File: config.mk
export PLATFORM = sky130hd
export DESIGN_NAME = md_sequencer
export DESIGN_NICKNAME = d
export VERILOG_FILES = /design/src/rtl/md_sequencer.sv
export SDC_FILE = /design/constraint.sdc
export NUM_CORES = 1
export LEC_CHECK = 0
export BUFFER_PORTS_ARGS = -buffer_cell sky130_fd_sc_hd__buf_2
export CORE_MARGIN = 2
export CORE_UTILIZATION = 60
export CTS_CLUSTER_SIZE = 8
export DETAILED_ROUTE_END_ITERATION = 16
export PLACE_DENSITY = 0.8
export SYNTH_ARGS = -nofsm -noshare
export SYNTH_HDL_FRONTEND = slang
export SYNTH_SLANG_ARGS = --single-unit
File: constraint.sdc
create_clock -name clk -period 8.22 [get_ports clk]
set_clock_uncertainty 0.05 [all_clocks]
set_input_delay 0.411 -clock clk [delete_from_list [all_inputs] [get_ports clk]]
set_output_delay 0.411 -clock clk [all_outputs]
set_load 0.01 [all_outputs]
File: src/rtl/md_sequencer.sv
// Iterative signed multiply/divide unit: radix-2 Booth multiply and restoring divide,
// one bit per clock, with a busy/done handshake toward the control unit.
module md_sequencer #(
  parameter int WIDTH = 32,
  parameter int CNT_W = 6
) (
  input  logic             clk,
  input  logic             rst,
  input  logic             start,
  input  logic             op,
  input  logic [WIDTH-1:0] a,
  input  logic [WIDTH-1:0] b,
  output logic             busy,
  output logic             done,
  output logic [WIDTH-1:0] hi,
  output logic [WIDTH-1:0] lo,
  output logic             div_zero
);

  typedef enum logic [1:0] {IDLE, RUN, FIX, DONE} state_t;

  state_t           state;
  logic [CNT_W-1:0] count;
  logic             op_q;
  logic             neg_q;
  logic             neg_r;
  logic             q_m1;
  logic [WIDTH-1:0] mcand;
  logic [WIDTH-1:0] p_hi;
  logic [WIDTH-1:0] p_lo;

  logic [WIDTH-1:0] abs_a;
  logic [WIDTH-1:0] abs_b;
  logic [WIDTH:0]   booth_sum;
  logic [WIDTH:0]   div_trial;

  always_comb begin
    abs_a = a[WIDTH-1] ? -a : a;
    abs_b = b[WIDTH-1] ? -b : b;
    // P_hi is sign-extended by one bit so the add/sub cannot overflow before the shift
    booth_sum = {p_hi[WIDTH-1], p_hi};
    case ({p_lo[0], q_m1})
      2'b01:   booth_sum = {p_hi[WIDTH-1], p_hi} + {mcand[WIDTH-1], mcand};
      2'b10:   booth_sum = {p_hi[WIDTH-1], p_hi} - {mcand[WIDTH-1], mcand};
      default: booth_sum = {p_hi[WIDTH-1], p_hi};
    endcase
    // Partial remainder shifted left with the next dividend bit; a set MSB means it went negative
    div_trial = {p_hi, p_lo[WIDTH-1]} - {1'b0, mcand};
  end

  always_ff @(posedge clk or negedge rst) begin
    if (!rst) begin
      state    <= IDLE;
      count    <= '0;
      op_q     <= 1'b0;
      neg_q    <= 1'b0;
      neg_r    <= 1'b0;
      q_m1     <= 1'b0;
      mcand    <= '0;
      p_hi     <= '0;
      p_lo     <= '0;
      busy     <= 1'b0;
      done     <= 1'b0;
      hi       <= '0;
      lo       <= '0;
      div_zero <= 1'b0;
    end else begin
      case (state)
        IDLE: begin
          done <= 1'b0;
          busy <= 1'b0;
          if (start) begin
            op_q     <= op;
            div_zero <= 1'b0;
            count    <= '0;
            busy     <= 1'b1;
            if (op && (b == '0)) begin
              hi       <= a;
              lo       <= '1;
              div_zero <= 1'b1;
              done     <= 1'b1;
              state    <= DONE;
            end else begin
              q_m1  <= 1'b0;
              p_hi  <= '0;
              neg_q <= a[WIDTH-1] ^ b[WIDTH-1];
              neg_r <= a[WIDTH-1];
              if (op) begin
                mcand <= abs_b;
                p_lo  <= abs_a;
              end else begin
                mcand <= a;
                p_lo  <= b;
              end
              state <= RUN;
            end
          end
        end
        RUN: begin
          count <= count + 1'b1;
          if (op_q) begin
            if (!div_trial[WIDTH]) begin
              p_hi <= div_trial[WIDTH-1:0];
            end else begin
              p_hi <= {p_hi[WIDTH-2:0], p_lo[WIDTH-1]};
            end
            p_lo <= {p_lo[WIDTH-2:0], ~div_trial[WIDTH]};
          end else begin
            p_hi <= booth_sum[WIDTH:1];
            p_lo <= {booth_sum[0], p_lo[WIDTH-1:1]};
            q_m1 <= p_lo[0];
          end
          if (count == CNT_W'(WIDTH - 1)) begin
            state <= FIX;
          end
        end
        FIX: begin
          if (op_q) begin
            lo <= neg_q ? -p_lo : p_lo;
            hi <= neg_r ? -p_hi : p_hi;
          end else begin
            lo <= p_lo;
            hi <= p_hi;
          end
          done  <= 1'b1;
          state <= DONE;
        end
        DONE: begin
          done  <= 1'b0;
          busy  <= 1'b0;
          state <= IDLE;
        end
        default: state <= IDLE;
      endcase
    end
  end

endmodule
-- Word level (Yosys, flattened, before mapping)
Index checks and enable logic that the tools add are counted.
- register bits after elaboration: 175
- bits in latches: 0
- memory bits (writable): 0
- ROM bits: 0
- bits of input ports: 68
- output and inout bits: 67
- logic and storage cells: 92
- memories: 0
- add/subtract/negate cells: 8
- multiply operators: 0
- divide/modulo/power cells: 0
- order comparisons: 0
- equality and inequality tests: 12
- shift operators: 0
- mux-type cells: 39
- bitwise logic cells: 3
- reduce and logical (&&, ||, !) cells: 15
- operators by type and width (operator ; count):
    $mux W32 ; 19
    $pmux W32 S2 ; 4
    $neg A32 Y32 ; 4
    $pmux W33 S2 ; 1
    $add A32 B32 Y33 ; 1
    $sub A32 B32 Y33 ; 1
    $sub A33 B32 Y33 ; 1
    $logic_not A32 Y1 ; 1
    $pmux W6 S2 ; 1
    $ne A2 B2 Y1 const B ; 5
    $reduce_and A3 Y1 ; 3
    $pmux W2 S4 ; 1
    $reduce_and A4 Y1 ; 2
    $add A6 B1 Y6 const B ; 1
    $eq A2 B2 Y1 const B ; 3
    $eq A6 B5 Y1 const B ; 1
    $mux W1 ; 6
    $mux W2 ; 3
    $mux W6 ; 1
    $reduce_and A2 Y1 ; 3
    $reduce_bool A2 Y1 ; 3
    $eq A2 B1 Y1 const B ; 2
    $ne A4 B2 Y1 const B ; 1
    $pmux W1 S2 ; 2
    6 further kinds ; 7

-- Depth between registers and ports, before layout
Gate-level depths: netlist of run 1.
- depth after elaboration: 6
- gate-level depth with buffers: 18
- mapped depth without buffers: 18

-- Least setup slack after synthesis of run 1
No wires, ideal clock.
- path kind: flip-flop to flip-flop
- start point: reg mcand[4]
- end point: reg p_hi[30]
- library setup time: 0.068 ns
- arrival time: 3.968 ns
- required time: 8.102 ns
- slack: 4.133 ns
- stages on the path, launching flop included: 18
- path buffers: 0
- period minus slack after synthesis: 4.087 ns
- cell sequence: dfrtp_1 -> nor3_1 -> nand3_1 -> nor4_1 -> nand2_1 -> nor3_1 -> a21oi_1 -> xnor2_1 -> ha_1 -> nand2_1 -> nor3_1 -> nand2_1 -> o31ai_1 -> nor2_1 -> a211oi_2 -> a211oi_1 -> or4b_2 -> nand3_1
- cells in the longest elaborated chain, start to end: 4
- elaborated cells on any way between the ends: 7
- classes of those cells: add/sub: 3; mux: 4
- RTL lines (element ; RTL line ; source):
    start, declared ; 28 ; logic [WIDTH-1:0] mcand;
    start signal, assigned ; 89 ; mcand <= abs_b;
    $sub A32 B32 Y33 (tied with other cells) ; 44 ; 2'b10: booth_sum = {p_hi[WIDTH-1], p_hi} - {mcand[WIDTH-1], mcand};
    $pmux W33 S2 / $mux W32 (equally long branches) ; 42, 102 ;
    $mux W32 (*) ; 101 ; if (op_q) begin
    $pmux W32 S2 (*) ; 68 ; case (state)
    end signal, assigned ; 103 ; p_hi <= div_trial[WIDTH-1:0];
    end signal, assigned ; 105 ; p_hi <= {p_hi[WIDTH-2:0], p_lo[WIDTH-1]};
    end signal, assigned ; 109 ; p_hi <= booth_sum[WIDTH:1];
    end, declared ; 29 ; logic [WIDTH-1:0] p_hi;
Every way passes the cells marked *; elsewhere a longest branch is shown, timed or not.
A chain may end at the register's enable or synchronous reset.

-- Worst setup path after layout of run 1
Ends and elaborated chain as after synthesis.

==> results by group, run 1 <==
Outcome
  – Outcome: completed

Floorplanning
  – Core area: 26060 um^2
  – Initial core utilization: 61.16%
  – Die area: 27880 um^2
  – Row cnt: 59
  – Die height: 167.0 um
  – Chip Width: 167.0 um
  – Io pins: 135

Synthesis
  – Syn Std Cell Area: 15940 um^2
  – Synthesized instance count: 2091
  – Synth cell types: 92
  – Seq/Total Area, Yosys: 27.48%
  – Post-synth ARST share: 100.0%
  – Syn_area_per_cell: 7.622 um^2
  – Net Count, Synth: 2238
  – Synth Warn #: 0
  – Flop and latch count out of synthesis: 175
  – Top FF cell, synth: dfrtp_1
  – EDFF count, synth: 0

Global route
  – GRT overflow: 0
  – Initial antenna violation count: 1
  – Tot GR Track Use: 35.71%
  – Vias in the first global route: 14900
  – First-pass GRT wire length: 80120 um
  – Largest net degree at the start of global routing: 101

Clocking
  – Post-CTS setup buffers: 0
  – Total CTS buffers: 17
  – Clock buffer depth: 2
  – Post-cts resize count: 0
  – CTS root buf: clkbuf_16
  – Clk sinks: 175
  – CTS tree: built
  – Clk Latency, worst-skew pair: 0.45 ns
  – Htree depth: 4
  – CTS Hold Bufs: 0
  – Clock transition at path regs: 0.08 ns

Placement
  – Routability cong.: 0.9962
  – Pre-CTS setup slack: 3.382 ns
  – Port bufs: 134
  – Detailed-placement wirelength estimate: 38290 um

Timing
  – Fin. Hold Viols: 0
  – Final Cycle Share: 60.72%
  – Slew @ Worst Pin: 1.257 ns
  – Rel. slew slack: 14.01%
  – RSZ-0062 raised after global routing: false
  – Slew Viols, Final: 0
  – Worst setup margin: 3.229 ns
  – Setup TNS: 0 ns
  – Post-route minimum period: 4.991 ns
  – Max Clk Rate: 200.4 MHz
  – Final setup vio count: 0

Setup path
  – Worst Setup End Kind: flop
  – Crit Path Max Fanout: 6
  – Worst path required time: 8.55 ns
  – Worst EP arrival: 5.32 ns
  – Critical path launch point type: flop
  – Crit Path Class: flop to flop

Drt
  – DR vias/cell: 6.575
  – Final wirelength: 51010 um
  – WL/cell: 20.57 um
  – Post-DRT Antenna Nets: 0
  – Via count: 16310
  – DRC: 0
  – 1st-pass router iterations: 6
  – DR iter-0 viols: 1931

Power and ir drop
  – Power density over the cells: 482.7 nW/um^2
  – Static leakage: 0.007401 uW
  – VDD IR-drop max: 0.0002730 V
  – Tot Pwr: 8327 uW

Finish
  – Util after Layout: 66.20%
  – Share of layout cells above drive strength 1: 10.73%
  – Nets: 2279
  – Filler cell count: 2262
  – Area Growth Syn to Fin: 8.243%

Worst hold path
  – HP Class: input port to asynchronous set/reset pin

Flow run
  – Max-cap violations: 0
[cell usage in the layout, fill, tap and decap left out, drive strengths merged, types with 45 or more instances in the layout]
cell,n
a21oi,139
xor2,93
a31oi,45
inv,79
buf,151
ha,77
nand2,280
nor2,152
xnor2,91
nor3,50
dfrtp,175
o21ai,290
[flip-flops by register name (all words and copies together), names as in the netlist]
signal and cells:
busy 1, count 6, div_zero 1, done 1, hi 32, lo 32, mcand 32, neg_q 1
neg_r 1, op_q 1, p_hi 32, p_lo 32, q_m1 1, state 2
[worst max-delay path: stages, from the launching register on]
cell and delay (ns):
dfrtp_1 0.41, nor3_1 0.42, nand3_1 0.17, nor4_1 0.44, nand2_1 0.20, nor3_1 0.29
a21oi_1 0.12, xnor2_1 0.14, ha_1 0.37, nand2_1 0.13, nor3_1 0.30, nand2_1 0.09
o31ai_1 0.29, nor2_1 0.15, a211oi_2 0.45, a211oi_1 0.17, or4b_2 0.66, nand3_1 0.09
[final timing paths]
| kind | end | from | slack [ns] | depth (start not counted) |
|---|---|---|---|---|
| setup / recovery | p_hi[30] | mcand[4] | 3.23 | 17 |
| hold / removal | p_hi[26] | rst | 0.05 | 1 |
| setup reg to reg | p_hi[30] | mcand[4] | 3.23 | 17 |
| hold reg to reg | hi[22] | hi[22] | 0.42 | 2 |
| max in group asynchronous | op_q | rst | 6.36 | 2 |
| min in group clk | busy | start | 0.21 | 3 |
[logic make-up after synthesis]
| family | count (synthesis) | share of synthesized area, % |
|---|---|---|
| buffers and inverters | 205 | 5.032 |
| adder cells (fa/ha/maj) | 79 | 6.296 |
| AO/OA/AOI/OAI | 697 | 26.80 |
| multiplexers | 56 | 3.643 |
| flip-flops | 175 | 27.48 |
| XOR/XNOR | 184 | 10.16 |
| AND/OR/NAND/NOR | 695 | 20.59 |
[Yosys cell counts (18+ instances only)]
master / count / area [um^2]
o21ai_0: 285 / 1426
nand2_1: 278 / 1044
dfrtp_1: 175 / 4379
nor2_1: 152 / 570.6
a21oi_1: 138 / 690.7
clkbuf_1: 95 / 356.6
xor2_1: 92 / 805.8
xnor2_1: 91 / 797.0
ha_1: 77 / 963.4
inv_1: 75 / 281.5
nor3_1: 49 / 245.2
a31oi_1: 45 / 281.5
mux2i_1: 40 / 400.4
nand3_1: 39 / 195.2
or3_1: 32 / 200.2
a21o_1: 31 / 232.7
o31ai_1: 31 / 232.7
a211oi_1: 25 / 187.7
o211ai_1: 23 / 172.7
and3_1: 21 / 131.4
buf_2: 20 / 100.1
nand2b_1: 18 / 112.6
nor4_1: 18 / 112.6
[metal layers]
layer	track usage (%)	vias up	wire length (um)
li1	-	7619	-
met1	47.79	7644	21080
met2	56.77	886	23060
met3	6.844	157	4538
met4	14.92	0	2327
met5	0	-	0
[area by class of cell]
class                           instances  area [um^2]  area share [%]
Multi-Input combinational cell       1711        10770           62.45
Sequential cell                       175         4380           25.39
Timing Repair Buffer                  151        807.0           4.678
Clock buffer                           17        425.4           2.466
Tap cell                              335        419.2           2.430
Inverter                               76        285.3           1.654
Clock inverter                         14        157.7          0.9138
Antenna cell                            1        2.502         0.01451
[power breakdown]
group | internal [uW] | switching [uW] | total [uW]
sequential | 1230 | 528 | 1760
combinational | 2180 | 3530 | 5720
clock | 452 | 397 | 848
[metrics by stage]
step	std cells	hold WS (ns)	instance area [um^2]
floorplan	2091	0.06541	15940
global placement	2448	0.4063	16670
detailed placement	2448	0.4142	16670
CTS	2479	0.09131	17250
global route	2480	0.1382	17250
finish	2480	0.05485	17250
(Power assumes the default switching activity.)
==> inputs of run 2 (changes only) <==
--- a/config.mk
+++ b/config.mk
@@ -7,10 +7,10 @@
 export LEC_CHECK = 0
 export BUFFER_PORTS_ARGS = -buffer_cell sky130_fd_sc_hd__buf_2
 export CORE_MARGIN = 2
-export CORE_UTILIZATION = 60
+export CORE_UTILIZATION = 56
 export CTS_CLUSTER_SIZE = 8
 export DETAILED_ROUTE_END_ITERATION = 16
-export PLACE_DENSITY = 0.8
+export PLACE_DENSITY = 0.78
 export SYNTH_ARGS = -nofsm -noshare
 export SYNTH_HDL_FRONTEND = slang
 export SYNTH_SLANG_ARGS = --single-unit
==> constraint.sdc (replaced) <==
create_clock -name clk -period 4.22 [get_ports clk]
set_clock_uncertainty 0.05 [all_clocks]
set_input_delay 0.211 -clock clk [delete_from_list [all_inputs] [get_ports clk]]
set_output_delay 0.211 -clock clk [all_outputs]
set_load 0.01 [all_outputs]
==> run 2 against run 1 <==
Utilization down 1.1 points. Clock power up 110%. Wire length up 4.7%. Sequential power up 89%. Sequential share of layout area down 1.3 points. Critical path depth down 2. Setup slack worse by 3.1 ns. Via count up 2.0%. Die area up 7.0%. Sequential cell count unchanged. Maximum frequency up 22%. Largest power group unchanged.
==> results by group, run 2 (synthesis gave the netlist of run 1 again) <==
Global route
  – Tot GR Track Use: 34.55%
  – GR Util met2: 55.02%
  – GR Util met1: 46.03%
  – Initial antenna violation count: 0
  – Grt peak-use layer: met2
  – Vias in the first global route: 15570
  – First-pass GRT wire length: 83160 um
  – Largest net degree at the start of global routing: 102
  – GR Util met3: 6.464%
  – GRT overflow: 0

Worst hold path
  – Worst hold path startpoint: start
  – WHS Endpoint: busy
  – Worst Hold Depth: 3
  – HP Class: input port to flop

Power and ir drop
  – Static leakage: 0.007873 uW
  – VDD IR-drop max: 0.0005435 V
  – Power density over the cells: 959.1 nW/um^2
  – Tot Pwr: 17440 uW

Finish
  – Commonest non-fill, non-tap cell in the layout: o21ai_0
  – Util after Layout: 65.09%
  – Filler cell count: 2439
  – Nets: 2356
  – Area Growth Syn to Fin: 14.08%
  – Reg area: 4382 um^2
  – Multi-input logic area: 10980 um^2
  – Final Non-Filler Cells: 2599
  – Share of layout cells above drive strength 1: 15.00%
  – Commonest non-fill, non-tap cells in the layout: 282 x o21ai_0, 276 x nand2_1, 173 x dfrtp_1

Drt
  – DRC: 0
  – DR vias/cell: 6.400
  – DR iter-0 viols: 1627
  – Via count: 16630
  – 1st-pass router iterations: 6
  – WL/cell: 20.55 um
  – Post-DRT Antenna Nets: 0
  – Final wirelength: 53420 um

Clocking
  – Clk sinks: 175
  – Total CTS buffers: 17
  – CTS tree: built
  – CTS root buf: clkbuf_16
  – Clock buffer depth: 2
  – Clock transition at path regs: 0.07 ns
  – Clk Latency, worst-skew pair: 0.46 ns
  – Htree depth: 4

Setup path
  – Worst Setup End Kind: flop
  – Critical path launch point type: flop
  – Crit Path Class: flop to flop
  – Worst EP arrival: 4.42 ns
  – FF-to-FF setup slack: 0.13 ns
  – Worst R2R Path Depth: 15
  – Worst path required time: 4.55 ns
  – R2r startpoint: mcand[7]
  – Reg2reg end: p_hi[30]
  – Crit Path Max Fanout: 5

Timing
  – Slew Viols, Final: 0
  – Setup TNS: 0 ns
  – Final Cycle Share: 96.95%
  – Slew @ Worst Pin: 0.9142 ns
  – Fin. Hold Viols: 0
  – Worst hold slack: 0.02696 ns
  – Final setup vio count: 0
  – Max Clk Rate: 244.4 MHz
  – Post-route minimum period: 4.091 ns
  – Rel. slew slack: 39.06%

Flow run
  – Max-cap violations: 0

Placement
  – Dpl cells: 2559
  – Detailed-placement wirelength estimate: 39900 um
  – Routability cong.: 0.9956
  – Port bufs: 134

Floorplanning
  – Die height: 172.7 um
  – Die area: 29830 um^2
  – Core area: 27930 um^2
  – Initial core utilization: 57.05%
  – Chip Width: 172.7 um
  – Row cnt: 61
  – Io pins: 135

Outcome
  – Outcome: completed
==> run 2: layer usage <==
metal  part of all wire [%]  vias to the layer above  wire length [um]
met5                      0                        -                 0
met4                    4.8                        0              2561
met3                    8.5                      166              4557
met2                     46                      803             24310
met1                     41                     7896             21990
li1                       -                     7768                 -
==> run 2: layout make-up <==
class / instances / share of cell area (%)
multi-input cells: 1711 / 60.41
inverters: 76 / 1.569
clock buffers: 20 / 2.512
clock inverters: 10 / 1.025
diodes: 1 / 0.01376
repair buffers: 228 / 7.769
flip-flops and latches: 175 / 24.10
well taps: 378 / 2.601
==> run 2: worst max-delay path, cell delays in order, from the launching register on <==
cell	delay, ns
dfrtp_1	0.47
nor4_2	0.34
and4_4	0.31
nor3b_4	0.23
a31oi_1	0.13
xnor2_1	0.14
ha_1	0.32
inv_1	0.12
nor3_4	0.27
nand2_2	0.10
o31ai_4	0.28
nor2_2	0.10
a211oi_4	0.31
a211oi_2	0.13
or4b_2	0.64
nand3_1	0.09
==> run 2: what timing repair did <==
item                                    in CTS  in global routing
buffers inserted                             0                  8
pin swaps                                    1                 14
cloned                                       0                  0
hold buffers                                 1                  0
resized for setup                            6                 39
hold endpoints to repair                    77                  0
endpoints found under the setup margin       9                 28
==> run 2: how the worst max path moves through the flow <==
stage          startpoint        to  slack, ns  cells past startpoint
6_report         mcand[7]  p_hi[30]       0.13                     15
5_1_grt          mcand[7]  p_hi[26]      -0.06                     17
4_1_cts          p_lo[31]  p_hi[25]       0.03                     14
3_5_place_dp     mcand[4]  p_hi[29]      -0.27                     16
3_3_place_gp     mcand[4]  p_hi[29]      -0.18                     16
2_1_floorplan    mcand[4]  p_hi[30]       0.13                     17
==> run 2: metrics by stage <==
step                setup slack [ns]  area [um^2]
CTS                          0.02532        17940
detailed placement           -0.2664        17260
finish                        0.1288        18180
floorplan                     0.1333        15940
global route                -0.06316        18180
global placement             -0.1803        17260
==> run 2: report_power, final <==
part           leakage (uW)  switching [uW]  internal [uW]  total (uW)
Combinational       0.00548            7400           4910       12300
Clock              0.000304             724           1080        1800
Sequential          0.00209             918           2410        3330
Total               0.00787            9050           8390       17400
